## src/rtl/chunk_interp_scheduler.sv

```systemverilog
// chunk_interp_scheduler
//   Sequences the chunk processing datapath (interpolator + two upscalers)
//   for 2x frame-rate output. A (last, current) chunk pair is taken over a
//   valid/ready handshake and held in registers that feed the processor. The
//   processor's two upscaled results are then serialised onto one
//   frame-buffer write port:
//     1. the interpolated chunk  -> buffer 1
//     2. the passthrough chunk   -> buffer 0
//   The block tracks the chunk index within the frame. It pulses frame_done
//   when a frame completes, and pulses framing_err when in_eof disagrees
//   with the index.
//
// Ports
//   clk, rst_n           clock; asynchronous active-low reset
//   in_valid/in_ready    input pair handshake
//   in_last_chunk        same-position chunk of the previous frame
//   in_current_chunk     chunk of the current frame
//   in_eof               pair is the final chunk of its frame
//   proc_last_chunk      registered processor input
//   proc_current_chunk   registered processor input
//   proc_out_current     upscaled current chunk from the processor
//   proc_out_next        upscaled interpolated chunk from the processor
//   wr_valid/wr_ready    frame-buffer write handshake
//   wr_data, wr_buf, wr_addr  write payload (wr_buf: 1 = interpolated)
//   frame_done           1-cycle pulse after the last write of a frame
//   framing_err          1-cycle pulse when in_eof disagrees with the index
module chunk_interp_scheduler #(
  parameter int CHUNKS_PER_FRAME = 14400,
  parameter int IDX_W            = 14,
  parameter int NUM_LANES        = 4,
  parameter int VEC_W            = 8,
  parameter int OVEC_W           = 16
) (
  input  logic                               clk,
  input  logic                               rst_n,
  input  logic                               in_valid,
  output logic                               in_ready,
  input  logic [NUM_LANES-1:0][VEC_W-1:0]    in_last_chunk,
  input  logic [NUM_LANES-1:0][VEC_W-1:0]    in_current_chunk,
  input  logic                               in_eof,
  output logic [NUM_LANES-1:0][VEC_W-1:0]    proc_last_chunk,
  output logic [NUM_LANES-1:0][VEC_W-1:0]    proc_current_chunk,
  input  logic [NUM_LANES-1:0][OVEC_W-1:0]   proc_out_current,
  input  logic [NUM_LANES-1:0][OVEC_W-1:0]   proc_out_next,
  output logic                               wr_valid,
  input  logic                               wr_ready,
  output logic [NUM_LANES-1:0][OVEC_W-1:0]   wr_data,
  output logic                               wr_buf,
  output logic [IDX_W-1:0]                   wr_addr,
  output logic                               frame_done,
  output logic                               framing_err
);

  typedef enum logic [1:0] {IDLE, EMIT_NEXT, EMIT_CURR} state_t;

  state_t             state, state_nxt;
  logic               accept, curr_hs, is_last, eof_q, first_frame, sel_next;
  logic [IDX_W-1:0]   chunk_idx;

  assign accept  = in_valid && in_ready;
  assign curr_hs = (state == EMIT_CURR) && wr_ready;
  assign is_last = (chunk_idx == IDX_W'(CHUNKS_PER_FRAME - 1));

  // State register
  always_ff @(posedge clk or negedge rst_n) begin
    if (!rst_n) state <= IDLE;
    else        state <= state_nxt;
  end

  // Next-state logic
  always_comb begin
    state_nxt = state;
    case (state)
      IDLE:      if (accept)   state_nxt = EMIT_NEXT;
      EMIT_NEXT: if (wr_ready) state_nxt = EMIT_CURR;
      EMIT_CURR: if (wr_ready) state_nxt = IDLE;
      default:                 state_nxt = IDLE;
    endcase
  end

  // Outputs. Reset forces IDLE asynchronously, so a pending write is
  // dropped in the same cycle that rst_n falls.
  always_comb begin
    in_ready = 1'b0;
    wr_valid = 1'b0;
    sel_next = 1'b0;
    case (state)
      IDLE:      in_ready = 1'b1;
      EMIT_NEXT: begin wr_valid = 1'b1; sel_next = 1'b1; end
      EMIT_CURR: wr_valid = 1'b1;
      default:   in_ready = 1'b0;
    endcase
  end

  assign wr_buf  = sel_next;
  assign wr_addr = chunk_idx;

  // Per-lane input hold registers and write-data select. In the first
  // frame after reset there is no previous frame, so the current chunk
  // stands in for last. The "interpolated" buffer then receives a copy of
  // the current chunk, and both buffers start out valid.
  for (genvar l = 0; l < NUM_LANES; l++) begin : g_lane
    always_ff @(posedge clk or negedge rst_n) begin
      if (!rst_n) begin
        proc_last_chunk[l]    <= '0;
        proc_current_chunk[l] <= '0;
      end else if (accept) begin
        proc_current_chunk[l] <= in_current_chunk[l];
        proc_last_chunk[l]    <= first_frame ? in_current_chunk[l]
                                             : in_last_chunk[l];
      end
    end
    // The processor inputs are registered, so this data stays stable for
    // as long as wr_valid is held.
    assign wr_data[l] = sel_next ? proc_out_next[l] : proc_out_current[l];
  end

  // Frame tracking. A frame ends on in_eof or on index wrap, whichever
  // comes first. When the two disagree, the frame still ends and
  // framing_err is raised.
  always_ff @(posedge clk or negedge rst_n) begin
    if (!rst_n) begin
      eof_q       <= 1'b0;
      chunk_idx   <= '0;
      first_frame <= 1'b1;
      frame_done  <= 1'b0;
      framing_err <= 1'b0;
    end else begin
      if (accept) eof_q <= in_eof;
      frame_done  <= curr_hs && (eof_q || is_last);
      framing_err <= curr_hs && (eof_q != is_last);
      if (curr_hs) begin
        if (eof_q || is_last) begin
          chunk_idx   <= '0;
          first_frame <= 1'b0;
        end else begin
          chunk_idx   <= chunk_idx + 1'b1;
        end
      end
    end
  end

endmodule

```

## config.mk

```make
export PLATFORM = sky130hd
export DESIGN_NAME = chunk_interp_scheduler
export DESIGN_NICKNAME = d
export VERILOG_FILES = /design/src/rtl/chunk_interp_scheduler.sv
export SDC_FILE = /design/constraint.sdc
export NUM_CORES = 1
export LEC_CHECK = 0
export CAP_MARGIN = 20
export CORE_AREA = 2 2 133 135
export CTS_CLUSTER_SIZE = 14
export DETAILED_ROUTE_END_ITERATION = 6
export DIE_AREA = 0 0 135 137
export PLACE_DENSITY = 0.66
export SYNTH_ARGS = -nofsm -noshare
export SYNTH_HDL_FRONTEND = slang
export SYNTH_SLANG_ARGS = --single-unit
```

## constraint.sdc

```tcl
create_clock -name clk -period 2.15 [get_ports clk]
set_input_delay 0.43 -clock clk [delete_from_list [all_inputs] [get_ports clk]]
set_output_delay 0.43 -clock clk [all_outputs]
set_load 0.05 [all_outputs]
```

After elaboration in Yosys (flattened, before gate mapping)
Index checks and enable logic that the tools add are counted.
{"block": "totals", "register_bits": 84, "inputBits": 197, "wordCells": 47}
{"block": "op_classes", "addsub": 1, "n_eq_ne": 7, "mux": 16, "n_reduce_logical": 9}
{"operator": "16-bit two-way mux", "n": 4}
{"operator": "8-bit two-way mux", "n": 4}
{"operator": "14-bit by 1-bit adder with 14-bit output (second input constant)", "n": 1}
{"operator": "14-bit equality test (second input constant)", "n": 1}
{"operator": "14-bit two-way mux", "n": 1}
{"operator": "2-bit two-way mux", "n": 3}
{"operator": "2-bit != test (second input constant)", "n": 3}
{"operator": "2-bit case mux with 3 select lines", "n": 1}
{"operator": "1-bit logical AND", "n": 4}
{"operator": "1-bit two-way mux", "n": 3}
{"operator": "3-bit AND reduction", "n": 1}
{"operator": "2-bit by 1-bit equality test with 1-bit output (second input constant)", "n": 1}
{"operator": "2-bit equality test (second input constant)", "n": 1}
{"operator": "2-bit zero test", "n": 1}
{"operator": "2-bit AND reduction", "n": 1}
{"operator": "2-bit OR reduction", "n": 1}
{"operator": "1-bit logical OR", "n": 1}
{"operator": "1-bit != test", "n": 1}

Logic depth before layout (Yosys ltp)
Gate-level depths: netlist of run 1.
{"block": "logic_depth", "word_depth": 5, "mapped_depth": 8, "ltp_nobuf": 8}

Worst setup path before layout of run 1
OpenSTA, ideal clock, no wires.
{"block": "synth_timing", "kind": "flip-flop to flip-flop", "start": "reg chunk_idx[0] (netlist: wr_addr[0])", "end": "reg chunk_idx[8] (netlist: wr_addr[8])", "setup_ns": 0.130, "arrival_ns": 2.246, "required_time_ns": 2.020, "slack_ns": -0.226, "stages_incl_launch_ff": 9, "path_buffers": 0, "synth_period_minus_slack_ns": 2.376, "cell_sequence": "dfrtp_1 ha_1 nand3_1 nor4_1 nand2_1 ha_1 nand3b_1 inv_1 a21oi_1"}
{"block": "synth_between", "elab_chain_cells": 3}
{"element": "start, declared", "line": "58", "rtl": "logic [IDX_W-1:0] chunk_idx;"}
{"element": "start signal, assigned", "line": "137", "rtl": "chunk_idx <= chunk_idx + 1'b1;"}
{"element": "branches (longest 2 deep; another with 14-bit by 1-bit adder with 14-bit output)"}
{"element": "14-bit two-way mux (*)", "line": "133", "rtl": "if (eof_q || is_last) begin"}
Every way passes the cells marked *.
A chain may end at the register's enable or synchronous reset.

==> results of run 1 <==
==> critical path, cell delays in order (launching register included) <==
cell	delay, ns
dfrtp_1	0.42
ha_4	0.19
buf_12	0.13
buf_4	0.13
buf_8	0.12
mux2_4	0.34
buf_8	0.16
==> layer usage <==
layer | up-vias | share of wire, %
li1 | 2127 | -
met1 | 2194 | 36
met2 | 243 | 48
met3 | 51 | 12
met4 | 14 | 2.9
met5 | - | 0.38
==> stage by stage <==
stage / total power, W / cells / utilization [%]
6_report: 0.0146 / 985 / 54.6
5_1_grt: 0.0151 / 978 / 54.5
4_1_cts: 0.0145 / 973 / 53.9
3_5_place_dp: 0.0114 / 943 / 47.8
3_3_place_gp: 0.0113 / 943 / 47.8
2_1_floorplan: 0.00821 / 389 / -
==> timing repair <==
| action | in CTS | in global routing |
|---|---|---|
| hold buffers | 0 | 0 |
| cloned | 4 | 1 |
| pin swaps | 1 | 1 |
| setup endpoints to repair | 62 | 76 |
| gates resized for setup | 137 | 11 |
| buffers inserted | 10 | 4 |
==> state kept, by name, indices dropped and copies added (netlist names) <==
signal              flops
proc_current_chunk     32
frame_done              1
proc_last_chunk        32
state                   2
first_frame             1
wr_addr                14
framing_err             1
eof_q                   1
==> area by class of cell <==
class	count	share of cell area, %
well taps	225	3.02
flip-flops and latches	84	22.6
multi-input cells	272	25.9
repair buffers	373	44.3
diodes	7	0.188
inverters	8	0.323
clock buffers	10	2.46
clock inverters	6	1.20
==> final timing paths <==
check                                    endpoint  slack (ns)  depth (start not counted)
setup / recovery                      wr_data[25]       -0.12                          6
hold / removal             proc_current_chunk[24]        0.06                          1
setup reg to reg                       wr_addr[7]        0.17                          7
hold reg to reg               proc_last_chunk[23]        0.48                          2
max in group asynchronous             first_frame        1.39                          2
min in group clk              proc_last_chunk[23]        0.48                          2
==> cells by family after synthesis <==
logic type	count (synthesis)
muxes	136
buffers and inverters	33
adders and majority gates	7
and+or+nand+nor	78
AOI/OAI and AO/OA	51
DFF	84
==> layout by cell type, fill, tap and decap left out, types with 4 or more instances in the layout <==
master and count:
mux2i_1 37, nand4_1 7, clkbuf_16 10, inv_1 6, nor4_1 7, nand2_1 43
mux2_4 42, buf_4 20, buf_8 34, dfrtp_1 80, a21oi_1 6, clkdlybuf4s50_1 274
mux2_2 57, buf_16 4, buf_12 15, ha_1 5, nand2b_1 6, diode_2 7
buf_6 24, o31ai_1 4, or4_1 4, o21ai_0 38
==> power by group through the flow <==
stage / logic (W) / clock network [W] / registers (W)
after floorplan: 0.00339 / 0 / 0.00481
after global placement: 0.00874 / 0 / 0.00261
after detailed placement: 0.00880 / 0 / 0.00264
after CTS: 0.0100 / 0.00183 / 0.00261
after global routing: 0.0105 / 0.00189 / 0.00271
final: 0.0102 / 0.00179 / 0.00261
==> flow_summary_export.csv, run 1 <==
group,metric,value,unit
logic_synthesis,synth-compound-area-share,6.02,%
route,via_per_inst,4.70,
pwr,power_density,1570,mW/mm²
floorplan,die-area,0.0185,mm²
cts,cts_tree,"built",
global_routing,use_met3,12.7,%
logic_synthesis,ys_seq_area_share,46.9,%
worst_setup_path,cp.required,1.72,ns
outcome,status,"finished with violations",
sta,worst_clock_skew,0.00484,ns
floorplan,initial_utilization,26.3,%
logic_synthesis,yosysMostFrequentCell,"mux2_2",
worst_setup_path,crit_start,"state[0]",
route,drc_errors,0,
pwr,leakagePower,3.89,nW
placement,dp_hpwl,19.0,mm
global_routing,grt_overflow,0,
logic_synthesis,synthAdderAreaFrac,1.95,%
sta,holdWs,0.0644,ns
sta,final-hold-violation-count,0,
layout,finalNetCount,952,
sta,rsz0062_at_grt,"true",
logic_synthesis,synthXorXnorAreaFrac,0,%
layout,layout-drive-gt1-share,29.6,%
cts,cts_sinks,84,
logic_synthesis,yosys_warnings,0,
worst_setup_path,crit_arrival,1.84,ns
cts,htree_num_levels,3,
layout,regArea,0.00211,mm²
logic_synthesis,avgSynthCellArea,11.5,µm²
sta,setup_violations,56,
global_routing,busiest_layer,"met2",
logic_synthesis,synth-seq-cells,84,
logic_synthesis,synth_top_family_by_area,"multiplexers",
sta,max_slew_margin,62.4,%
logic_synthesis,synth_top_area_cell,"dfrtp_1",
sta,fmax,440,MHz
logic_synthesis,synthSimpleGateAreaFrac,8.53,%
cts,numCtsBuffers,9,
global_routing,use_met1,27.7,%
worst_setup_path,worstSetupPathType,"flop to output port",
cts,clk_pin_slew,0.06,ns
logic_synthesis,synthCells,389,
placement,dpl-instance-area,0.00815,mm²
sta,worst_slew_pin_slew,0.562,ns
logic_synthesis,netlist_area,0.00449,mm²
pwr,ir_drop,0.823,mV
cts,cts_root_buf,"clkbuf_16",
floorplan,rows,48,
logic_synthesis,syn_nets,593,
cts,cts_buffer_depth,2,
global_routing,grt_usage,24.6,%
route,vias,4629,
logic_synthesis,synth_mux_area_share,33.1,%
pwr,internal_power,0.00762,W
sta,finalMaxSlewViolations,0,
layout,fillers,1430,
route,wire_per_inst,23.5,µm
hold_path,hp-class,"input port to async pin",
floorplan,ios,344,
logic_synthesis,synthTopCellsByCount,"mux2_2, dfrtp_1, nand2_1",
sta,final.setup.worst_slack,-0.123,ns
logic_synthesis,synthDistinctLibCells,28,
sta,tns,-3.29,ns
worst_setup_path,path_max_fanout,5,
worst_setup_path,rr_startpoint,"state[0]",
pwr,power_frac_comb,69.8,%
route,dr.pass1.iters,4,
worst_setup_path,startpoint_type,"flop",
global_routing,antenna_found_initial,13,
placement,pre_cts_ws,0.0847,ns
pwr,seq_power_share,17.9,%
global_routing,first_global_vias,4791,
sta,finalCriticalPeriod,2.27,ns
pwr,p_sw_share,47.8,%
layout,fin_area,0.00931,mm²
placement,port_buffers,343,
sta,finalCritPeriodShare,106,%
outcome,violations,"negative setup slack",
floorplan,fp.dieH,137,µm
pwr,power_frac_clock,12.3,%
run,drv_cap,0,
route,drtIter0Drc,170,
logic_synthesis,synthTopCellsByArea,"dfrtp_1, mux2_2, mux2i_1",
pwr,power_switching,0.00696,W
layout,multi_input_area,0.00241,mm²
global_routing,grt_max_degree,50,
logic_synthesis,synth-main-ff-cell,"dfrtp_1",
logic_synthesis,synth_edf_count,0,
route,ant_nets,0,
worst_setup_path,end_kind,"output port",
floorplan,coreArea,0.0171,mm²
floorplan,die_x,135,µm
cts,clk_latency,0.34,ns
logic_synthesis,synth-async-reset-ratio,100,%
global_routing,use_met2,40.4,%
layout,syn_to_final_growth,107,%
global_routing,grt_pass1_wl,31.8,mm
placement,globalplace.congestion,0.959,
logic_synthesis,synth_top_area_share,46.3,%
route,drt-total-wl,23.2,mm
Note: power is estimated with default switching activity, not from simulation.
==> inputs of run 2 (changes only) <==
--- a/config.mk
+++ b/config.mk
@@ -10,7 +10,8 @@
 export CTS_CLUSTER_SIZE = 14
 export DETAILED_ROUTE_END_ITERATION = 6
 export DIE_AREA = 0 0 135 137
-export PLACE_DENSITY = 0.66
+export PLACE_DENSITY_LB_ADDON = 0.25
+export SLEW_MARGIN = 15
 export SYNTH_ARGS = -nofsm -noshare
 export SYNTH_HDL_FRONTEND = slang
 export SYNTH_SLANG_ARGS = --single-unit
==> run 2 against run 1 <==
Against the previous run: worst setup slack improved by 0.085 ns; hold slack improved by 0.41 ns; via count fell by 3.0%; clock skew barely moved; the flow still finishes with violations (negative setup slack); register-to-register slack improved by 0.06 ns; design area fell by 3.5%; clock-buffer cell count rose by 1; non-clock buffer count fell by 10; routed wire length fell by 16%; critical path depth fell by 1.
==> flow_summary_export.csv, run 2 (synthesized netlist as in run 1, its figures left out) <==
group,metric,value,unit
outcome,status,"finished with violations",
outcome,violations,"negative setup slack",
placement,dpl-instance-area,0.00818,mm²
cts,clk_latency,0.34,ns
global_routing,grt_usage,20.3,%
route,wire_per_inst,20.0,µm
pwr,power_frac_clock,11.7,%
run,drv_cap,0,
floorplan,fp.dieH,137,µm
worst_setup_path,r2r_cells,6,
floorplan,die-area,0.0185,mm²
pwr,seq_power_share,19.1,%
worst_setup_path,rr_startpoint,"state[0]",
sta,fmax,457,MHz
placement,dp_hpwl,16.0,mm
cts,cts_root_buf,"clkbuf_16",
layout,stdcell_count,969,
worst_setup_path,worstSetupPathType,"flop to output port",
sta,setup_violations,30,
layout,finalNetCount,942,
cts,cts_buffer_depth,2,
route,via_per_inst,4.64,
pwr,p_sw_share,49.1,%
worst_setup_path,critPathCapture,"wr_data[47]",
layout,final_cell_mix,"clkdlybuf4s50_1, dfrtp_1, mux2_2",
sta,finalMaxSlewViolations,0,
worst_setup_path,crit_start,"state[1]",
global_routing,antenna_found_initial,4,
cts,cts_tree,"built",
floorplan,coreArea,0.0171,mm²
sta,rsz0062_at_grt,"true",
placement,port_buffers,343,
layout,layout-drive-gt1-share,28.8,%
global_routing,grt_max_degree,60,
worst_setup_path,r2r_slack,0.23,ns
sta,max_slew_margin,63.4,%
cts,cts_sinks,84,
pwr,leakagePower,3.72,nW
route,ant_nets,0,
placement,dp.cells,942,
route,dr.pass1.iters,4,
sta,final.setup.worst_slack,-0.0384,ns
sta,final-hold-violation-count,0,
layout,final_util,52.6,%
floorplan,ios,344,
pwr,power_frac_comb,69.2,%
worst_setup_path,r2r_end,"wr_addr[7]",
pwr,power_switching,0.00670,W
route,drc_errors,0,
floorplan,die_x,135,µm
pwr,internal_power,0.00694,W
sta,tns,-0.473,ns
global_routing,grt_overflow,0,
cts,htree_num_levels,3,
worst_setup_path,cp.required,1.72,ns
pwr,ir_drop,0.840,mV
hold_path,hp-class,"flop to flop",
sta,finalCritPeriodShare,102,%
global_routing,grt_pass1_wl,27.7,mm
layout,fin_area,0.00898,mm²
cts,clk_pin_slew,0.06,ns
sta,worst_slew_pin_slew,0.548,ns
route,vias,4492,
route,drtIter0Drc,113,
route,drt-total-wl,19.4,mm
worst_setup_path,crit_arrival,1.76,ns
floorplan,rows,48,
floorplan,initial_utilization,26.3,%
sta,finalCriticalPeriod,2.19,ns
layout,syn_to_final_growth,100,%
worst_setup_path,startpoint_type,"flop",
global_routing,first_global_vias,4582,
cts,numCtsBuffers,9,
sta,worst_clock_skew,0.00492,ns
pwr,power_density,1520,mW/mm²
worst_setup_path,path_max_fanout,19,
placement,globalplace.congestion,0.874,
worst_setup_path,end_kind,"output port",
layout,final_common_cell,"clkdlybuf4s50_1",
-- run 2: changes by cell type in the layout (fill, tap and decap cells not counted), sizes merged --
cell,delta
buf,-9
diode,-6
bufinv,-2
clkinvlp,+1
dlygate4sd3,+1
dlymetal6s2s,-1
-- run 2: how the worst min path moves through the flow --
stage | startpoint | to | depth (start not counted)
finish | proc_last_chunk[29] | proc_last_chunk[29] | 2
global route | proc_last_chunk[29] | proc_last_chunk[29] | 2
CTS | proc_last_chunk[25] | proc_last_chunk[25] | 2
detailed placement | rst_n | proc_last_chunk[1] | 1
global placement | rst_n | proc_last_chunk[4] | 1
floorplan | rst_n | eof_q | 0
-- run 2: critical path, cell delays in order (launching register included) --
cell,delay (ns)
dfrtp_1,0.39
inv_2,0.08
ha_4,0.21
buf_12,0.18
mux2_2,0.39
buf_6,0.16
-- run 2: metrics by stage --
step	hold WS, ns	setup slack (ns)	total power (W)
global route	0.505	-0.0767	0.0142
CTS	0.486	-0.0839	0.0138
detailed placement	0.366	0.0731	0.0114
global placement	0.362	0.136	0.0113
finish	0.479	-0.0384	0.0136
floorplan	0.134	0.0246	0.00821
-- run 2: cell type report --
type | instances | area [µm²]
timing repair buffer | 363 | 3850
clock inverter | 5 | 58.8
tap | 225 | 282
fill | 1508 | 8080
antenna | 1 | 2.50
clock buffer | 11 | 253
inverter | 8 | 30.0
multi-input combinational | 272 | 2390
sequential | 84 | 2110
-- run 2: power groups by stage --
stage	Sequential (W)	Clock (W)	Combinational, W
6_report	0.00260	0.00159	0.00944
4_1_cts	0.00261	0.00165	0.00953
2_1_floorplan	0.00481	0	0.00339
3_5_place_dp	0.00264	0	0.00877
3_3_place_gp	0.00260	0	0.00870
5_1_grt	0.00268	0.00171	0.00982
-- run 2: layer usage --
metal	track usage, %	routed length (µm)	vias to the layer above
met3	9.93	2300	28
met1	21.8	6920	2133
met4	5.67	317	6
met5	0	45	-
li1	-	-	2100
met2	35.6	9850	225
-- run 2: timing repair --
| item | in CTS | in global routing |
|---|---|---|
| gates cloned | 2 | 0 |
| hold endpoints to repair | 7 | 0 |
| gates resized for setup | 84 | 27 |
| pin swaps | 0 | 0 |
| setup endpoints to repair | 64 | 75 |
| hold buffers | 1 | 0 |
| setup buffers | 8 | 2 |
==> inputs of run 3 (changes only) <==
--- a/config.mk
+++ b/config.mk
@@ -10,6 +10,7 @@
 export CTS_CLUSTER_SIZE = 14
 export DETAILED_ROUTE_END_ITERATION = 6
 export DIE_AREA = 0 0 135 137
+export HOLD_SLACK_MARGIN = 0.1
 export PLACE_DENSITY_LB_ADDON = 0.25
 export SLEW_MARGIN = 15
 export SYNTH_ARGS = -nofsm -noshare
==> results of run 3 <==
Final layout, timing and power as in run 2 (identical DEF).
